File: src/rtl/lsu_mem_stage.sv
// Memory-access stage behind the execute ALU. ALU results either pass straight
// to writeback through one register stage, or become a load/store address for
// a single data-memory bus transaction. Upstream is stalled while the bus is busy.
//
// Handshake: an instruction is accepted on a rising edge where in_valid and
// in_ready are both high; in_ready is high exactly when the FSM is IDLE. The
// bus side holds dmem_req and all dmem_* payload stable until a rising edge
// that samples dmem_ack high. out_valid is a one-cycle pulse with no ready.
module lsu_mem_stage #(
    parameter int XLEN = 32,
    parameter int RD_W = 5
) (
    input  logic            clk,
    input  logic            rst_n,
    input  logic            in_valid,
    output logic            in_ready,
    input  logic [6:0]      in_op,
    input  logic [2:0]      in_func,
    input  logic [XLEN-1:0] alu_result,
    input  logic [XLEN-1:0] store_data,
    input  logic [RD_W-1:0] in_rd,
    output logic            dmem_req,
    output logic            dmem_we,
    output logic [XLEN-1:0] dmem_addr,
    output logic [XLEN-1:0] dmem_wdata,
    output logic [3:0]      dmem_wstrb,
    input  logic            dmem_ack,
    input  logic [XLEN-1:0] dmem_rdata,
    output logic            out_valid,
    output logic            out_we,
    output logic [RD_W-1:0] out_rd,
    output logic [XLEN-1:0] out_data,
    output logic            out_err
);

    typedef enum logic {IDLE = 1'b0, BUS = 1'b1} state_t;

    state_t          state, state_nx;
    logic            accept;
    logic            is_load, is_store, is_branch, is_mem;
    logic            f3_legal, misaligned, mem_go;
    logic [1:0]      off;
    logic [3:0]      wstrb_nx;
    logic [XLEN-1:0] wdata_nx;
    logic [XLEN-1:0] lane;
    logic [XLEN-1:0] load_data;

    // Per-transaction context kept while the bus is busy
    logic            ld_q;
    logic [2:0]      f3_q;
    logic [1:0]      off_q;
    logic [RD_W-1:0] rd_q;

    assign in_ready = (state == IDLE);
    assign accept   = in_valid & in_ready;
    // Request is a decode of the state register so reset drops it asynchronously
    assign dmem_req = (state == BUS);
    assign off      = alu_result[1:0];

    // Decode opcode, funct3 legality, alignment and store lane placement
    always_comb begin
        is_load    = (in_op == 7'b0000011);
        is_store   = (in_op == 7'b0100011);
        is_branch  = (in_op == 7'b1100011);
        is_mem     = is_load | is_store;
        f3_legal   = 1'b0;
        if (is_load)
            f3_legal = (in_func == 3'b000) | (in_func == 3'b001) | (in_func == 3'b010) |
                       (in_func == 3'b100) | (in_func == 3'b101);
        else if (is_store)
            f3_legal = (in_func == 3'b000) | (in_func == 3'b001) | (in_func == 3'b010);
        // funct3[1:0] encodes access width for every legal load/store
        misaligned = ((in_func[1:0] == 2'b01) & off[0]) |
                     ((in_func[1:0] == 2'b10) & (off != 2'b00));
        mem_go     = is_mem & f3_legal & ~misaligned;
        wstrb_nx   = 4'b1111;
        wdata_nx   = store_data;
        case (in_func[1:0])
            2'b00: begin
                wstrb_nx = 4'b0001 << off;
                wdata_nx = {4{store_data[7:0]}};
            end
            2'b01: begin
                wstrb_nx = 4'b0011 << off;
                wdata_nx = {2{store_data[15:0]}};
            end
            default: begin
                wstrb_nx = 4'b1111;
                wdata_nx = store_data;
            end
        endcase
    end

    // Select the addressed byte/half from the read word and extend it
    always_comb begin
        lane      = dmem_rdata >> {off_q, 3'b000};
        load_data = dmem_rdata;
        case (f3_q)
            3'b000:  load_data = {{24{lane[7]}}, lane[7:0]};
            3'b001:  load_data = {{16{lane[15]}}, lane[15:0]};
            3'b100:  load_data = {24'd0, lane[7:0]};
            3'b101:  load_data = {16'd0, lane[15:0]};
            default: load_data = dmem_rdata;
        endcase
    end

    // State register
    always_ff @(posedge clk or negedge rst_n) begin
        if (!rst_n) state <= IDLE;
        else        state <= state_nx;
    end

    // Next state: a legal memory op enters BUS, ack returns to IDLE
    always_comb begin
        state_nx = state;
        case (state)
            IDLE:    if (accept && mem_go) state_nx = BUS;
            BUS:     if (dmem_ack) state_nx = IDLE;
            default: state_nx = IDLE;
        endcase
    end

    // Bus payload, transaction context and writeback registers
    always_ff @(posedge clk or negedge rst_n) begin
        if (!rst_n) begin
            dmem_we    <= 1'b0;
            dmem_addr  <= '0;
            dmem_wdata <= '0;
            dmem_wstrb <= 4'b0000;
            out_valid  <= 1'b0;
            out_we     <= 1'b0;
            out_rd     <= '0;
            out_data   <= '0;
            out_err    <= 1'b0;
            ld_q       <= 1'b0;
            f3_q       <= 3'b000;
            off_q      <= 2'b00;
            rd_q       <= '0;
        end else begin
            out_valid <= 1'b0;
            out_we    <= 1'b0;
            out_err   <= 1'b0;
            if (accept) begin
                if (mem_go) begin
                    dmem_we    <= is_store;
                    dmem_addr  <= {alu_result[XLEN-1:2], 2'b00};
                    dmem_wdata <= is_store ? wdata_nx : '0;
                    dmem_wstrb <= is_store ? wstrb_nx : 4'b0000;
                    ld_q       <= is_load;
                    f3_q       <= in_func;
                    off_q      <= off;
                    rd_q       <= in_rd;
                end else begin
                    // ALU result, or a rejected load/store reported as an error
                    out_valid <= 1'b1;
                    out_rd    <= in_rd;
                    out_data  <= alu_result;
                    out_err   <= is_mem;
                    out_we    <= ~is_mem & ~is_branch & (in_rd != '0);
                end
            end else if (state == BUS && dmem_ack) begin
                out_valid <= 1'b1;
                out_rd    <= rd_q;
                out_data  <= ld_q ? load_data : {dmem_addr[XLEN-1:2], off_q};
                out_we    <= ld_q & (rd_q != '0);
            end
        end
    end

endmodule

File: config.mk
export PLATFORM = sky130hd
export DESIGN_NAME = lsu_mem_stage
export DESIGN_NICKNAME = d
export VERILOG_FILES = /design/src/rtl/lsu_mem_stage.sv
export SDC_FILE = /design/constraint.sdc
export NUM_CORES = 1
export LEC_CHECK = 0
export BUFFER_PORTS_ARGS = -buffer_cell sky130_fd_sc_hd__buf_4
export CAP_MARGIN = 20
export CORE_ASPECT_RATIO = 1.75
export CORE_UTILIZATION = 45
export DETAILED_ROUTE_END_ITERATION = 10
export PLACE_DENSITY = 0.77
export SETUP_SLACK_MARGIN = 0.2
export SLEW_MARGIN = 10
export SYNTH_ARGS = -nofsm -noshare
export SYNTH_HDL_FRONTEND = slang
export SYNTH_SLANG_ARGS = --single-unit
File: constraint.sdc
create_clock -name clk -period 1.7 [get_ports clk]
set_clock_uncertainty 0.1 [all_clocks]
set_input_delay 0.085 -clock clk [delete_from_list [all_inputs] [get_ports clk]]
set_output_delay 0.085 -clock clk [all_outputs]
set_load 0.1 [all_outputs]
; Word level (Yosys, flattened, before mapping)
; Index checks and enable logic that the tools add are counted.
; W data, S select, Z words.
[totals]
regBits = 119
inputBits = 115
word_cells = 84
out_inout_bits = 111
[classes]
reduce_logical = 11
eq_ne = 13
n_shift = 3
mux = 25
n_bitwise = 18
[op_table]
columns = cell, count
row1 = $mux W32, 5
row2 = $pmux W32 S4, 1
row3 = $pmux W32 S2, 1
row4 = $shr A32 B5 Y16, 1
row5 = $mux W5, 3
row6 = $eq A3 B3 Y1 const B, 4
row7 = $mux W1, 12
row8 = $reduce_bool A5 Y1, 2
row9 = $and A1 B1 Y1, 8
row10 = $pmux W4 S2, 1
row11 = $eq A7 B2 Y1 const B, 1
row12 = $eq A7 B6 Y1 const B, 1
row13 = $eq A7 B7 Y1 const B, 1
row14 = $eq A3 B1 Y1 const B, 2
row15 = $logic_not A3 Y1, 2
row16 = $or A1 B1 Y1, 6
row17 = $mux W4, 1
row18 = $not A1 Y1, 4
row19 = $reduce_and A2 Y1, 2
row20 = $reduce_bool A2 Y1, 2
row21 = $shl A1 B2 Y4 const A, 1
row22 = $shl A2 B2 Y4 const A, 1
row23 = $eq A3 B2 Y1 const B, 1
row24 = $eq A2 B1 Y1 const B, 1
row25 = other kinds (5), 6

; Longest topological paths before layout
; Gate-level depths: netlist of run 1.
[depth]
ltp_word = 11
mapped_depth = 8

; Worst setup path before layout of run 1
; No wires, ideal clock.
[synth_path]
kind = reg2reg
startpoint = reg state, in the netlist dmem_req
endpoint = reg out_data[6]
path_buffers = 1
period_less_slack_ns = 2.890
t_arrival_ns = 2.710
setup_ns = 0.080
slack_ns = -1.190
path_stages_with_launch = 7
path_cell_list = dfrtp_1 inv_1 nand2_1 clkbuf_1 o21ai_0 a31o_2 a2bb2oi_1
[synth_via]
elab_chain_cells = 4
elab_cells_between_ends = 7
[synth_lines]
columns = item, line
row1 = from (decl), 38  ; state_t state, state_nx;
row2 = from (signal assigned), 110  ; else state <= state_nx;
row3 = $not A1 Y1 *, --
row4 = named net in_ready, 16  ; output logic in_ready,
row5 = $and A1 B1 Y1 *, 55  ; assign accept = in_valid & in_ready;
row6 = $ne A2 B2 Y1 (no source line) / $reduce_bool A2 Y1 (equally long branches), --
row7 = $reduce_and A2 Y1 (no source line), --
row8 = to (signal assigned), 157  ; out_data <= alu_result;
row9 = to (signal assigned), 164  ; out_data <= ld_q ? load_data : {dmem_addr[XLEN-1:2], off_q};
row10 = to (decl), 32  ; output logic [XLEN-1:0] out_data,
; Mark *: on every way through the listed nets, which the timed path passes. The rest lies on a longest branch.
; A chain may end at the register's enable or synchronous reset.

; Final worst setup path of run 1
[layout_path]
startpoint = reg state, in the netlist dmem_req
endpoint = reg out_rd[0]
[layout_via]
elab_chain_cells = 4
elab_cells_between_ends = 7
[layout_lines]
columns = item, line
row1 = $not A1 Y1, --
row2 = $and A1 B1 Y1, 55
row3 = $ne A2 B2 Y1 (no source line) / $reduce_bool A2 Y1 (equally long branches), --
row4 = $reduce_and A2 Y1 (no source line), --
row5 = to (signal assigned), 156  ; out_rd <= in_rd;
row6 = to (signal assigned), 163  ; out_rd <= rd_q;
row7 = to (decl), 31  ; output logic [RD_W-1:0] out_rd,
; Several ways; a longest one is shown, not always the timed one.

==> flow_metrics.py, run 1 <==
metrics = {
    "place": {
        "io_buffers": 223,
        "dp_hpwl_um": 15800,
        "routabilityCongestion": 0.968,
    },
    "setup_path": {
        "critical-path-slowest-cell": "dfrtp_4",
        "crit_path_start_kind": "flip-flop",
        "endpoint_kind": "flip-flop",
        "path_class": "reg2reg",
        "path_delay_family": "buffers and inverters",
        "critPathMaxFanout": 7,
        "crit_chain": "nor2b_4 > buf_12 > buf_8 > buf_6 > a21oi_4 > buf_12 > buf_16 > o21ai_2",
        "cp_data_arrival_time_ps": 2210,
        "required_ps": 1920,
        "crit_top_cell": "buf_12",
        "critPathBufInv": 5,
        "cpPeakStageDelay_ps": 510,
    },
    "die": {
        "fp-row-count": 56,
        "dieArea_mm2": 0.0143,
        "io_pins": 226,
        "start_util_pct": 46.2,
        "core-area_mm2": 0.0135,
        "fp.dieH_um": 158,
        "die_w_um": 90.9,
    },
    "clock_network": {
        "clock_sink_count": 119,
        "cts_made_buffers": 17,
        "clock_latency_ps": 430,
        "clockBufferDepth": 2,
        "path_clk_slew_ps": 70,
        "clockRootBuffer": "clkbuf_16",
        "tritoncts": "done",
        "htree_levels": 4,
    },
    "detailed_routing": {
        "antenna_left": 0,
        "drt-total-wl_um": 37700,
        "drt_iter0_drc": 1094,
        "num_vias": 8261,
        "wl_per_cell_um": 31.1,
        "drc_errors": 0,
        "vias_per_cell": 6.82,
        "firstDrtPassIters": 6,
    },
    "logic_synthesis": {
        "yosysWarnings": 0,
        "synthCells": 641,
        "synth_edf_count": 0,
        "synth_flop_cell": "dfrtp_1",
        "async_flop_share_pct": 100,
        "ys_types": 57,
        "avgSynthCellArea_um2": 9.71,
        "ys_seq_area_share_pct": 47.9,
        "ys_ff_latch": 119,
        "synthesis.area_mm2": 0.00622,
    },
    "run": {
        "cap_violations": 0,
    },
    "global_routing": {
        "grt_pass1_wl_um": 46600,
        "grt_util_all_layers_pct": 43.6,
        "grt_antenna_before_repair": 1,
        "overflow": 0,
        "grt_pass1_vias": 8240,
        "grt_max_degree": 56,
    },
    "run_status": {
        "violations": "setup timing",
        "status": "finished, violations left",
    },
    "timing": {
        "slew_headroom_pct": 39.3,
        "hold_violations": 0,
        "setup_ws_ps": -289,
        "worst_pin_slew_ps": 907,
        "fin_setup_tns_ps": -11780,
        "setup_viol": 116,
        "min_period_ps": 1990,
        "fin_crit_sh_pct": 117,
        "finalMaxSlewViolations": 0,
        "rsz0062_at_grt": "yes",
        "fmax_ghz": 0.503,
    },
    "power_and_ir_drop": {
        "power_density_mw_per_mm2": 871,
        "ir_worst_vdd_mv": 0.825,
        "p_leak_nw": 5.76,
    },
    "layout": {
        "final_common_cell": "buf_4",
        "fin_util_pct": 91.4,
        "layout_common_cells": "buf_4, dfrtp_1, dlygate4sd3_1",
        "syn2layout_area_growth_pct": 97.7,
        "nFillCells": 445,
        "drive_gt1_share_pct": 54.2,
        "diodes": 0,
        "layout.nets": 1139,
    },
    "min_path": {
        "hold_class": "in2reg",
    },
}
-- synthesized netlist by cell type (all sizes together) (2+ instances only) --
master | n | area share (%)
o221ai | 4 | 0.66
and2 | 2 | 0.20
o21ai | 62 | 5.0
a311oi | 2 | 0.28
or4 | 2 | 0.24
a2bb2oi | 6 | 0.84
buf | 26 | 2.3
o22ai | 22 | 2.2
dfrtp | 119 | 48
nor3 | 4 | 0.32
a221o | 2 | 0.32
o211ai | 6 | 0.72
a22o | 2 | 0.28
mux2i | 38 | 6.3
inv | 9 | 0.54
or2 | 2 | 0.20
mux2 | 42 | 7.6
nand2 | 89 | 5.4
o31ai | 28 | 3.7
a31oi | 4 | 0.40
a21oi | 40 | 3.3
and3 | 16 | 1.6
nand3 | 11 | 0.97
a31o | 3 | 0.42
nor2 | 36 | 2.2
o2bb2ai | 4 | 0.56
nand2b | 7 | 0.70
a221oi | 3 | 0.52
clkbuf | 28 | 1.7
nor2b | 7 | 0.70
nand4b | 2 | 0.28
-- metrics by stage --
step           std cells  power (mW)  area, um^2  hold slack, ps  worst slack, ps
4_1_cts             1198        10.2       11700           0.858             -101
3_3_place_gp        1035        5.83        8430            -150            -74.1
6_report            1211        10.7       12300            17.7             -289
5_1_grt             1211        10.9       12300            13.0             -413
3_5_place_dp        1035        5.87        8430            -153             -165
2_1_floorplan        642        4.97        6280            -311             -469
-- tightest hold or removal path, stage by stage --
cell and delay, ps:
buf_4 140, nand2_1 60, and3_1 140, o22ai_1 70
-- cell families (layout without fill, tap and decap cells) --
group	Yosys count	after routing	synth area share, %
simple gates	181	182	13.3
compound gates	196	196	20.3
flops	119	119	47.9
buf+inv	64	458	4.55
mux	80	80	13.9
other cells	1	2	0.0603
-- cell type report --
type	count	area [um^2]	share of cell area (%)
Clock buffer	18	439	3.57
Sequential cell	119	2990	24.3
Inverter	10	48.8	0.397
Multi-Input combinational cell	460	4240	34.4
Clock inverter	14	199	1.62
Timing Repair Buffer	416	4180	33.9
Tap cell	174	218	1.77
-- final timing paths --
| kind | startpoint | cells after the start | to | slack (ps) |
|---|---|---|---|---|
| worst max-delay path | dmem_req | 8 | out_rd[0] | -290 |
| worst min-delay path | dmem_rdata[20] | 4 | out_data[20] | 20 |
| worst max register to register | dmem_req | 8 | out_rd[0] | -290 |
| worst min register to register | out_data[7] | 1 | out_data[7] | 430 |
| max in group asynchronous | rst_n | 3 | dmem_addr[21] | 480 |
| min in group asynchronous | rst_n | 3 | dmem_addr[10] | 120 |
-- flip-flops by register name (all words and copies together), names as in the netlist --
register    flops
rd_q            5
off_q           2
dmem_req        1
dmem_we         1
out_err         1
out_rd          5
out_data       32
out_we          1
out_valid       1
dmem_addr      30
dmem_wstrb      4
ld_q            1
dmem_wdata     32
f3_q            3
-- power breakdown --
group	internal [mW]	switching, mW	total (mW)
clock network	2.51	1.54	4.04
registers	3.02	0.202	3.22
logic	1.11	2.34	3.45
total	6.64	4.08	10.7
-- per-layer routing --
layer,vias up,wire length [um],GRT usage [%]
met2,890,17900,78.1
li1,3106,-,-
met1,3915,11000,42.0
met5,-,17,0
met4,2,4450,36.4
met3,348,4290,10.1
-- timing repair --
item                                    in CTS  in global routing
cloned                                      20                  2
endpoints found under the hold margin      229                  0
hold buffers                                82                  0
endpoints found under the setup margin     116                121
gates resized for setup                    245                 98
pin swaps                                   69                 34
setup buffers                               29                 11
(Power assumes the default switching activity.)
==> inputs of run 2 (changes only) <==
- SETUP_SLACK_MARGIN: 0.2 -> unset
==> run 2 against run 1 <==
  * The flow still finishes with violations (setup timing)
  * Via count decreased by 14%
  * Hold slack got worse by 16 ps
  * Die area unchanged
  * Register-to-register slack improved by 100 ps
  * Sequential share of layout area increased by 3.5 points
  * Final area decreased by 13%
  * Clock power decreased by 10%
  * Cell count decreased by 2.7%
  * First-iteration DRC count decreased by 54%
  * Routed wire length decreased by 30%
  * Core utilization decreased by 11 points
  * Largest power group unchanged
==> flow_metrics.py, run 2 (same netlist as run 1, synthesis figures left out) <==
metrics = {
    "layout": {
        "diodes": 0,
        "nFillCells": 804,
        "layout_common_cells": "buf_4, dfrtp_1, dlygate4sd3_1",
        "largest_registers": "dmem_wdata (32), out_data (32), dmem_addr (30)",
        "syn2layout_area_growth_pct": 72.9,
        "layout.nets": 1106,
        "design_area_mm2": 0.0108,
        "drive_gt1_share_pct": 44.8,
        "final_common_cell": "buf_4",
    },
    "detailed_routing": {
        "drt_iter0_drc": 506,
        "num_vias": 7069,
        "firstDrtPassIters": 5,
        "drt-total-wl_um": 26500,
        "antenna_left": 0,
        "wl_per_cell_um": 22.5,
        "drc_errors": 0,
        "vias_per_cell": 6.00,
    },
    "global_routing": {
        "grt_max_degree": 39,
        "grt_pass1_vias": 6957,
        "grt_antenna_before_repair": 0,
        "grt_pass1_wl_um": 36000,
        "grt_util_all_layers_pct": 32.9,
        "overflow": 0,
    },
    "clock_network": {
        "tritoncts": "done",
        "path_clk_slew_ps": 60,
        "clock_sink_count": 119,
        "clock_latency_ps": 420,
        "clockBufferDepth": 2,
        "cts_made_buffers": 17,
        "htree_levels": 4,
        "clockRootBuffer": "clkbuf_16",
    },
    "power_and_ir_drop": {
        "p_leak_nw": 5.14,
        "power_density_mw_per_mm2": 916,
        "ir_worst_vdd_mv": 0.734,
    },
    "timing": {
        "finalMaxSlewViolations": 0,
        "whs_ps": 2.07,
        "rsz0062_at_grt": "yes",
        "min_period_ps": 1880,
        "slew_headroom_pct": 59.3,
        "hold_violations": 0,
        "setup_viol": 55,
        "fin_crit_sh_pct": 111,
        "worst_pin_slew_ps": 611,
        "fin_setup_tns_ps": -4100,
        "fmax_ghz": 0.531,
        "setup_ws_ps": -184,
    },
    "die": {
        "io_pins": 226,
        "core-area_mm2": 0.0135,
        "fp-row-count": 56,
        "dieArea_mm2": 0.0143,
        "start_util_pct": 46.2,
        "fp.dieH_um": 158,
        "die_w_um": 90.9,
    },
    "setup_path": {
        "crit_chain": "buf_6 > mux2i_4 > nor3_4 > o31ai_4 > buf_6 > and3_4 > o22ai_2",
        "required_ps": 1880,
        "crit_top_cell": "buf_6",
        "critPathMaxFanout": 8,
        "endpoint_kind": "flip-flop",
        "cp_data_arrival_time_ps": 2070,
        "critical-path-slowest-cell": "dfrtp_2",
        "cpPeakStageDelay_ps": 440,
        "crit_path_start_kind": "flip-flop",
        "path_class": "reg2reg",
    },
    "run_status": {
        "violations": "setup timing",
        "status": "finished, violations left",
    },
    "place": {
        "placed_area_mm2": 0.00844,
        "io_buffers": 223,
        "routabilityCongestion": 0.937,
        "dp_hpwl_um": 16200,
        "dp_slack_ps": -222,
    },
    "min_path": {
        "hold_class": "in2reg",
    },
    "run": {
        "cap_violations": 0,
    },
}
run 2: cell types whose count changed in the layout (fill, tap and decap cells not counted), moves of 10 or more:
cell and change:
nand2_1 +38, nand2_4 -36, o21ai_2 -20, buf_16 -18, o21ai_1 +17, o31ai_4 -17, buf_12 -15, buf_6 -10
run 2: worst paths after layout:
check,start,end,slack [ps],cells after the start
max in group asynchronous,rst_n,dmem_addr[2],730,3
worst min register to register,dmem_wdata[24],dmem_wdata[24],390,2
worst min-delay path,dmem_rdata[13],out_data[13],2,5
worst max register to register,off_q[1],out_data[18],-180,7
min in group asynchronous,rst_n,dmem_addr[12],110,2
worst max-delay path,off_q[1],out_data[18],-180,7
run 2: timing repair:
item | 4_1_cts | 5_1_grt
hold buffers | 82 | 0
gates resized for setup | 17 | 123
hold endpoints to repair | 143 | 0
pin swaps | 6 | 21
setup endpoints to repair | 39 | 105
cloned | 2 | 10
setup buffers | 8 | 6
run 2: area by class of cell:
type	count	area (um^2)	area share, %
well taps	174	218	2.02
multi-input cells	461	3530	32.8
clock buffers	17	425	3.96
flip-flops and latches	119	2990	27.8
repair buffers	382	3390	31.5
clock inverters	15	165	1.54
inverters	10	41.3	0.384
run 2: through the flow:
stage	power (mW)	util (%)	cells
3_5_place_dp	5.88	62.8	1042
5_1_grt	10.1	79.9	1178
6_report	9.85	79.9	1178
4_1_cts	9.68	74.5	1164
3_3_place_gp	5.83	62.8	1042
2_1_floorplan	4.97	-	642
run 2: power by group:
part / switching (mW) / internal, mW
clock: 1.43 / 2.19
combinational: 2.08 / 0.971
sequential: 0.155 / 3.02
run 2: routing by layer:
layer | global-route usage (%) | part of all wire (%) | vias up
li1 | - | - | 3030
met4 | 21.5 | 7.4 | 0
met1 | 32.9 | 32 | 3403
met3 | 7.10 | 7.9 | 144
met2 | 61.0 | 52 | 492
met5 | 0 | 0 | -
run 2: worst max-delay path: cells and delay by family, from the launching register on:
family                 cells  cell delay [ps]
AOI/OAI and AO/OA          2              370
muxes                      1              250
DFF                        1              440
and+or+nand+nor            2              270
buffers and inverters      2              310
